**src/rtl/adc_pkg.sv**
```systemverilog
// Shared types and constants for the ADC scan/average datapath.
package adc_pkg;

   localparam int ADC_WIDTH = 12;
   localparam int NUM_CHAN  = 8;

   typedef logic [2:0]           chan_t;
   typedef logic [ADC_WIDTH-1:0] sample_t;

   typedef enum logic [1:0] {
      IDLE,
      SETTLE,
      ACCUM,
      EMIT
   } scan_state_t;

endpackage

```
**src/rtl/chan_rr_select.sv**
```systemverilog
// Round-robin search for the next enabled channel strictly above cur, wrapping 7->0.
// If cur is the only enabled channel, the search comes back to cur itself.
module chan_rr_select
   import adc_pkg::*;
(
   input  logic [NUM_CHAN-1:0] mask,
   input  chan_t               cur,
   output chan_t               nxt,
   output logic                any_set
);

   chan_t idx;
   logic  found;

   always_comb begin
      // NOTE: every variable assigned here gets a default first, so no path can infer a latch.
      nxt   = cur;
      idx   = cur;
      found = 1'b0;
      // i == NUM_CHAN wraps idx back to cur, which covers the single-channel mask
      for (int i = 1; i <= NUM_CHAN; i++) begin
         idx = cur + chan_t'(i);
         if (!found && mask[idx]) begin
            nxt   = idx;
            found = 1'b1;
         end
      end
   end

   assign any_set = |mask;

endmodule

```
**src/rtl/adc_scan_averager.sv**
```systemverilog
// Round-robin ADC channel scanner: discards the stale frame after each switch, averages 2^AVG_LOG2 samples.
// Optional peak tracking is enabled with `define ADC_SCAN_PEAK_EN (adds output avg_peak).
module adc_scan_averager
   import adc_pkg::*;
#(
   parameter int FRAME_CYCLES = 19,
   parameter int AVG_LOG2     = 3
) (
   input  logic                clk,
   input  logic                reset_n,
   input  logic [NUM_CHAN-1:0] chan_mask,
   input  sample_t             result,
   output chan_t               chan,
   output sample_t             avg,
   output chan_t               avg_chan,
   output logic                avg_valid,
   output logic                busy
`ifdef ADC_SCAN_PEAK_EN
   ,
   output sample_t             avg_peak
`endif
);

   localparam int FC_W  = ($clog2(FRAME_CYCLES) > 0) ? $clog2(FRAME_CYCLES) : 1;
   localparam int ACC_W = ADC_WIDTH + AVG_LOG2;
   localparam int SC_W  = AVG_LOG2 + 1;

   localparam logic [FC_W-1:0] FRAME_LAST = FC_W'(FRAME_CYCLES - 1);
   localparam logic [SC_W-1:0] SAMP_LAST  = SC_W'((1 << AVG_LOG2) - 1);

   scan_state_t      state;
   logic [FC_W-1:0]  frame_cnt;
   logic             frame_end;
   logic [ACC_W-1:0] acc;
   logic [ACC_W-1:0] acc_sum;
   logic [SC_W-1:0]  samp_cnt;
   chan_t            rr_cur;
   chan_t            rr_nxt;
   logic             rr_any;

   // Must stay in lockstep with the ADC interface frame; both leave reset together.
   always_ff @(posedge clk or negedge reset_n) begin
      // NOTE: sequential state uses non-blocking assignments so every flop samples pre-edge values.
      if (!reset_n) begin
         frame_cnt <= FRAME_LAST;
      end else if (frame_cnt == '0) begin
         frame_cnt <= FRAME_LAST;
      end else begin
         frame_cnt <= frame_cnt - 1'b1;
      end
   end

   assign frame_end = (frame_cnt == '0);

   // From IDLE, searching above channel 7 yields the lowest enabled channel.
   assign rr_cur  = (state == IDLE) ? chan_t'(NUM_CHAN - 1) : chan;
   assign acc_sum = acc + ACC_W'(result);

   chan_rr_select u_rr (
      .mask    (chan_mask),
      .cur     (rr_cur),
      .nxt     (rr_nxt),
      .any_set (rr_any)
   );

   always_ff @(posedge clk or negedge reset_n) begin
      if (!reset_n) begin
         state     <= IDLE;
         chan      <= '0;
         avg       <= '0;
         avg_chan  <= '0;
         avg_valid <= 1'b0;
         acc       <= '0;
         samp_cnt  <= '0;
      end else begin
         avg_valid <= 1'b0;
         unique case (state)
            IDLE: begin
               if (frame_end && rr_any) begin
                  chan  <= rr_nxt;
                  state <= SETTLE;
               end
            end
            SETTLE: begin
               // The result captured here belongs to the previous channel and is dropped.
               if (frame_end) begin
                  acc      <= '0;
                  samp_cnt <= '0;
                  state    <= ACCUM;
               end
            end
            ACCUM: begin
               if (frame_end) begin
                  acc      <= acc_sum;
                  samp_cnt <= samp_cnt + SC_W'(1);
                  if (samp_cnt == SAMP_LAST) begin
                     state <= EMIT;
                  end
               end
            end
            EMIT: begin
               avg       <= sample_t'(acc >> AVG_LOG2);
               avg_chan  <= chan;
               avg_valid <= 1'b1;
               if (rr_any) begin
                  chan  <= rr_nxt;
                  state <= SETTLE;
               end else begin
                  state <= IDLE;
               end
            end
            default: state <= IDLE;
         endcase
      end
   end

   assign busy = (state != IDLE);

`ifdef ADC_SCAN_PEAK_EN
   sample_t peak_run;

   always_ff @(posedge clk or negedge reset_n) begin
      if (!reset_n) begin
         peak_run <= '0;
         avg_peak <= '0;
      end else begin
         if (state == SETTLE && frame_end) begin
            peak_run <= '0;
         end else if (state == ACCUM && frame_end && result > peak_run) begin
            peak_run <= result;
         end
         if (state == EMIT) begin
            avg_peak <= peak_run;
         end
      end
   end
`endif

endmodule

```
**config.mk**
```make
export PLATFORM = sky130hd
export DESIGN_NAME = adc_scan_averager
export DESIGN_NICKNAME = d
export VERILOG_FILES = /design/src/rtl/adc_pkg.sv /design/src/rtl/chan_rr_select.sv /design/src/rtl/adc_scan_averager.sv
export SDC_FILE = /design/constraint.sdc
export NUM_CORES = 1
export LEC_CHECK = 0
export ABC_AREA = 1
export CORE_UTILIZATION = 56
export CTS_CLUSTER_DIAMETER = 80
export DETAILED_ROUTE_END_ITERATION = 10
export PLACE_DENSITY = 0.81
export RECOVER_POWER = 25
export SLEW_MARGIN = 40
export SYNTH_ARGS = -nofsm -noshare
export SYNTH_HDL_FRONTEND = slang
export SYNTH_SLANG_ARGS = --single-unit
export TNS_END_PERCENT = 30
```
**constraint.sdc**
```tcl
create_clock -name clk -period 3.15 [get_ports clk]
set_input_delay 0.63 -clock clk [delete_from_list [all_inputs] [get_ports clk]]
set_output_delay 0.63 -clock clk [all_outputs]
set_load 0.01 [all_outputs]
```
; Word-level counts from Yosys, hierarchy flattened
; Index checks and enable logic that the tools add are counted.
[totals]
register_bits = 45
elab_cells = 108
[classes]
n_addsub = 10
order_cmp = 8
eq_ne = 9
n_mux = 49
reduce_logical = 24
[op_table]
columns = cell, count
row1 = two-way mux 3 bit, 11
row2 = "less-than comparator 3 x 4 -> 1 bit, second input constant", 8
row3 = two-way mux 15 bit, 2
row4 = case mux 15 bit (2 select lines), 1
row5 = binary-select mux 1 bit (select 3 bit), 8
row6 = two-way mux 1 bit, 17
row7 = adder 15 x 12 -> 15 bit, 1
row8 = "adder 3 bit, second input constant", 4
row9 = logical AND 1 bit, 8
row10 = two-way mux 2 bit, 4
row11 = two-way mux 4 bit, 2
row12 = "inequality test 2 bit, second input constant", 4
row13 = case mux 2 bit (4 select lines), 1
row14 = case mux 4 bit (2 select lines), 1
row15 = OR reduction 8 bit, 1
row16 = logical NOT 1 bit, 7
row17 = "adder 3 x 2 -> 3 bit, second input constant", 2
row18 = case mux 3 bit (2 select lines), 1
row19 = AND reduction 3 bit, 2
row20 = nonzero test 2 bit, 3
row21 = logical NOT 5 bit, 1
row22 = two-way mux 5 bit, 1
row23 = "subtractor 5 x 1 -> 5 bit, second input constant", 1
row24 = "adder 4 x 1 -> 4 bit, second input constant", 1
row25 = other kinds (7), 8

; Logic depth before layout (Yosys ltp)
[depth]
depth_word = 29
mapped_depth = 22
ltp_nobuf = 21

; Cells and area by module
; A second synthesis with hierarchy kept.
[hier_totals]
cells_unflattened = 448
hier_area_um2 = 3348.2
[by_module_without_submodules]
columns = mod, n_inst, cells_per_inst, area_each_um2, seq_area_each_um2
row1 = adc_scan_averager, 1, 310, 2628.8, 1128.6
row2 = chan_rr_select, 1, 138, 719.4, 0.0

; Least setup slack after synthesis
; No wires, ideal clock.
[synth_timing]
kind = reg2reg
startpoint = reg state[0]
endpoint = reg chan[1]
arrival_time_ns = 2.468
t_required_ns = 3.034
setup_slack_ns = 0.566
stages_incl_launch_ff = 21
n_path_buf = 1
period_less_slack_ns = 2.584
path_cell_list = dfrtp_1 > inv_1 > ha_1 > inv_2 > nand2_2 > buf_6 > ha_1 > inv_1 > nand3_1 > nand2_1 > nand2_1 > nand2_2 > nand3_2 > nor2_4 > nand4_2 > nand2_1 > inv_1 > nand2_1 > nand2_1 > nand2_1 > nand2_1
[synth_via]
elab_chain_len = 29
word_cells_on_any_way = 62
[synth_rtl]
columns = item, line
row1 = from (decl), adc_scan_averager.sv:31  ; scan_state_t state;
row2 = from (signal assigned), adc_scan_averager.sv:68  ; state <= IDLE;
row3 = from (signal assigned), adc_scan_averager.sv:81  ; state <= SETTLE;
row4 = from (signal assigned), adc_scan_averager.sv:89  ; state <= ACCUM;
row5 = logical NOT 2 bit, "adc_scan_averager.sv:56, adc_scan_averager.sv:77"
row6 = two-way mux 3 bit, adc_scan_averager.sv:56  ; assign rr_cur = (state == IDLE) ? chan_t'(NUM_CHAN - 1) : chan;
row7 = adder 3 x 1 -> 3 bit, chan_rr_select.sv:22  ; idx = cur + chan_t'(i);
row8 = binary-select mux 1 bit (select 3 bit), chan_rr_select.sv:23  ; if (!found && mask[idx]) begin
row9 = two-way mux 1 bit (not written as such), chan_rr_select.sv:23
row10 = two-way mux 1 bit, chan_rr_select.sv:23
row11 = logical NOT 1 bit, chan_rr_select.sv:23
row12 = logical AND 1 bit, chan_rr_select.sv:23
row13 = (+13 left out), -
row14 = logical NOT 1 bit, chan_rr_select.sv:23
row15 = logical AND 1 bit, chan_rr_select.sv:23
row16 = two-way mux 1 bit, chan_rr_select.sv:23
row17 = logical NOT 1 bit, chan_rr_select.sv:23
row18 = logical AND 1 bit, chan_rr_select.sv:23
row19 = two-way mux 3 bit, chan_rr_select.sv:23
row20 = "two-way mux 3 bit, on equally long branches", "adc_scan_averager.sv:105, adc_scan_averager.sv:79"
row21 = case mux 3 bit (2 select lines), adc_scan_averager.sv:77  ; unique case (state)
row22 = to (signal assigned), adc_scan_averager.sv:80  ; chan <= rr_nxt;
row23 = to (signal assigned), adc_scan_averager.sv:106  ; chan <= rr_nxt;
row24 = to (decl), adc_scan_averager.sv:13  ; output chan_t chan,
; Several ways; a longest one is shown, not always the timed one. The select of a mux whose other input is x is not followed.
; A chain may end at the register's enable or synchronous reset.

; Worst setup path in the final report
[layout_timing]
startpoint = reg state[1]
endpoint = reg chan[1]
; The elaborated chain is that of the path after synthesis.

==> results <==
[Yosys cell counts, types with 2 or more instances]
cell	count	share of area, %
buf_6	2	0.71
o31ai_1	2	0.47
a22o_1	4	1.1
nor2_2	3	0.59
nand2_1	155	18
nand2_2	6	1.2
inv_1	47	5.5
nand4_1	5	0.98
o21ai_1	3	0.47
a21oi_1	25	3.9
dfstp_2	2	1.7
xnor2_1	2	0.55
o21a_1	4	0.94
nor4_1	2	0.39
ha_1	19	7.5
clkbuf_1	3	0.35
o21ai_0	19	3.0
nor2_1	41	4.8
mux2_2	10	3.5
nand3_1	40	6.3
xor2_1	2	0.55
nor3_1	4	0.63
dfrtp_1	43	34
[per-layer routing]
| metal | global-route usage [%] | wire [µm] | part of all wire (%) | vias to the layer above |
|---|---|---|---|---|
| met4 | 8.30 | 161 | 2.3 | 0 |
| met5 | 0 | 0 | 0 | - |
| met3 | 4.47 | 294 | 4.3 | 17 |
| li1 | - | - | - | 1554 |
| met1 | 33.0 | 3330 | 48 | 1375 |
| met2 | 42.1 | 3100 | 45 | 72 |
[cell type report]
class                      instances  area, µm²
sequential                        45       1130
clock inverter                     1       7.51
clock buffer                       7       76.3
multi-input combinational        353       1830
timing repair buffer              44        427
tap                               72       90.1
fill                             464       1760
inverter                          48        180
[how the worst max path moves through the flow]
stage                    to  slack (ps)  cells past startpoint
floorplan           chan[1]         570                     20
global placement    acc[13]         360                     13
detailed placement  acc[13]         290                     13
CTS                 chan[1]         380                     19
global route        chan[1]          70                     19
finish              chan[1]         360                     19
[through the flow]
step                      hold WS [ps]  cell area [µm²]
after global placement             455             3660
after detailed placement           460             3660
final                              476             3740
after floorplan                    334             3180
after global routing               499             3740
after CTS                          340             3750
[power groups by stage]
stage | Clock [W] | Sequential [W] | Combinational, W
after floorplan | 0 | 0.00102 | 0.00235
after global placement | 0 | 0.000985 | 0.00314
after detailed placement | 0 | 0.000996 | 0.00318
after CTS | 0.000361 | 0.000985 | 0.00319
after global routing | 0.000385 | 0.00101 | 0.00365
final | 0.000346 | 0.000982 | 0.00321
[registers in the layout, indices dropped and copies added (netlist names)]
signal     flops
acc           15
avg           12
frame_cnt      5
samp_cnt       4
avg_chan       3
chan           3
state          2
avg_valid      1
[worst max-delay path, cell delays in order, from the launching register on]
cell and delay, ps:
dfrtp_1 410, inv_1 90, ha_1 280, inv_2 140
nand2_2 120, ha_1 410, inv_1 120, nand3_1 120
nand2_1 90, nand2_1 60, nand2_2 130, nand3_2 110
nor2_4 160, nand4_2 140, nand2_1 90, inv_1 40
nand2_1 50, nand2_1 40, nand2_1 50, nand2_1 40
[kinds of logic (layout without fill, tap and decap cells)]
group	after synthesis	count (layout)	share of synthesized area, %
flops	45	45	35.5
mux	11	11	3.86
buf+inv	54	100	6.84
fa+ha+maj	20	20	8.10
compound gates	58	58	10.1
simple gates	260	260	34.5
xor+xnor	4	4	1.10
==> metrics.yaml <==
pwr-share-comb_pct: 70.7
fp.dieH_um: 77.4
antenna_cells: 0
crit_path_start_kind: "flip-flop"
ctsHtreeMaxLevel: 2
final_layout_size_suffix_gt1_share_pct: 6.83
area_growth_pct: 17.7
p_sw_share_pct: 51.4
skew_ps: 3.35
synth-main-ff-cell: "dfrtp_1"
place_hpwl_mm: 5.33
start_util_pct: 57.8
max_cap_viol_count: 1
slew_viol_final: 46
yosysWarnings: 0
power.total_w: 0.00453
status: "complete, but fails checks"
first_pass_iters: 4
hold_buffers: 0
fin_crit_ps: 2790
num_vias: 3018
fin_crit_sh_pct: 88.4
final_nets: 539
dpl.cell_count: 562
fmax_mhz: 359
ys_types: 32
violations: "capacitance limit, slew limit"
place_ws_ps: 289
critPathLaunch: "state[1]"
grt_max_degree: 46
antenna_found_initial: 0
drt_iter0_drc: 173
io_buffers: 41
grt_pass1_vias: 2847
cp.arrival_ps: 2970
rsz0062_at_grt: "no"
ioPinCount: 42
cts_tree: "done"
cts_num_sinks: 45
synth-async-reset-ratio_pct: 100
min_path_type: "flip-flop to flip-flop"
core-area_um2: 5510
cts-resized-gates: 0
end_kind: "flip-flop"
final_cell_mix: "nand2_1, inv_1, dfrtp_1"
criticalPathCategory: "flip-flop to flip-flop"
wire_per_inst_um: 12.1
place.gp.congestion: 0.917
via_per_inst: 5.29
hold_path_end: "frame_cnt[4]"
routed_wl_mm: 6.88
fp.dieW_um: 77.4
finalHoldViolations: 0
clk_latency_ps: 290
grt_pass1_wl_mm: 12.1
rr_startpoint: "state[1]"
p_leak_nw: 1.93
mostFrequentLayoutCell: "nand2_1"
avgSynthCellArea_um2: 7.04
pwr-share-clk_pct: 7.6
core.rowCount: 27
clk_pin_slew_ps: 80
numCtsBuffers: 5
final_cells: 570
synth_seq_cells: 45
ant_nets: 0
cp_max_fo: 7
ys_seq_area_share_pct: 35.5
die_area_um2: 5980
layout_setup_ws_ps: 365
track_usage_pct: 25.2
p_sw_w: 0.00233
timing.rr.end: "chan[1]"
max_slew.worst_pin.slew_ps: 2350
clockBufferDepth: 2
reg2reg_depth: 19
cts-root-buf: "clkbuf_8"
p_per_area_nw_per_um2: 1210
reg2reg_slack_ps: 360
syn-num-nets: 494
worstPathRequired_ps: 3340
overflow: 0
relSlewSlack_pct: -56.6
postSynthCellCount: 452
power_frac_seq_pct: 21.7
cts_setup_buffers: 0
ir_drop_mv: 0.634
synth_area_um2: 3180
hold_path_depth: 2
drcViolationCount: 0
tns_ps: 0
postLayoutCoreUtil_pct: 68.0
power.internal_w: 0.00220
synth_edf_count: 0
hp-start: "frame_cnt[4]"
finalSetupViolCount: 0
Note: power is estimated with default switching activity, not from simulation.
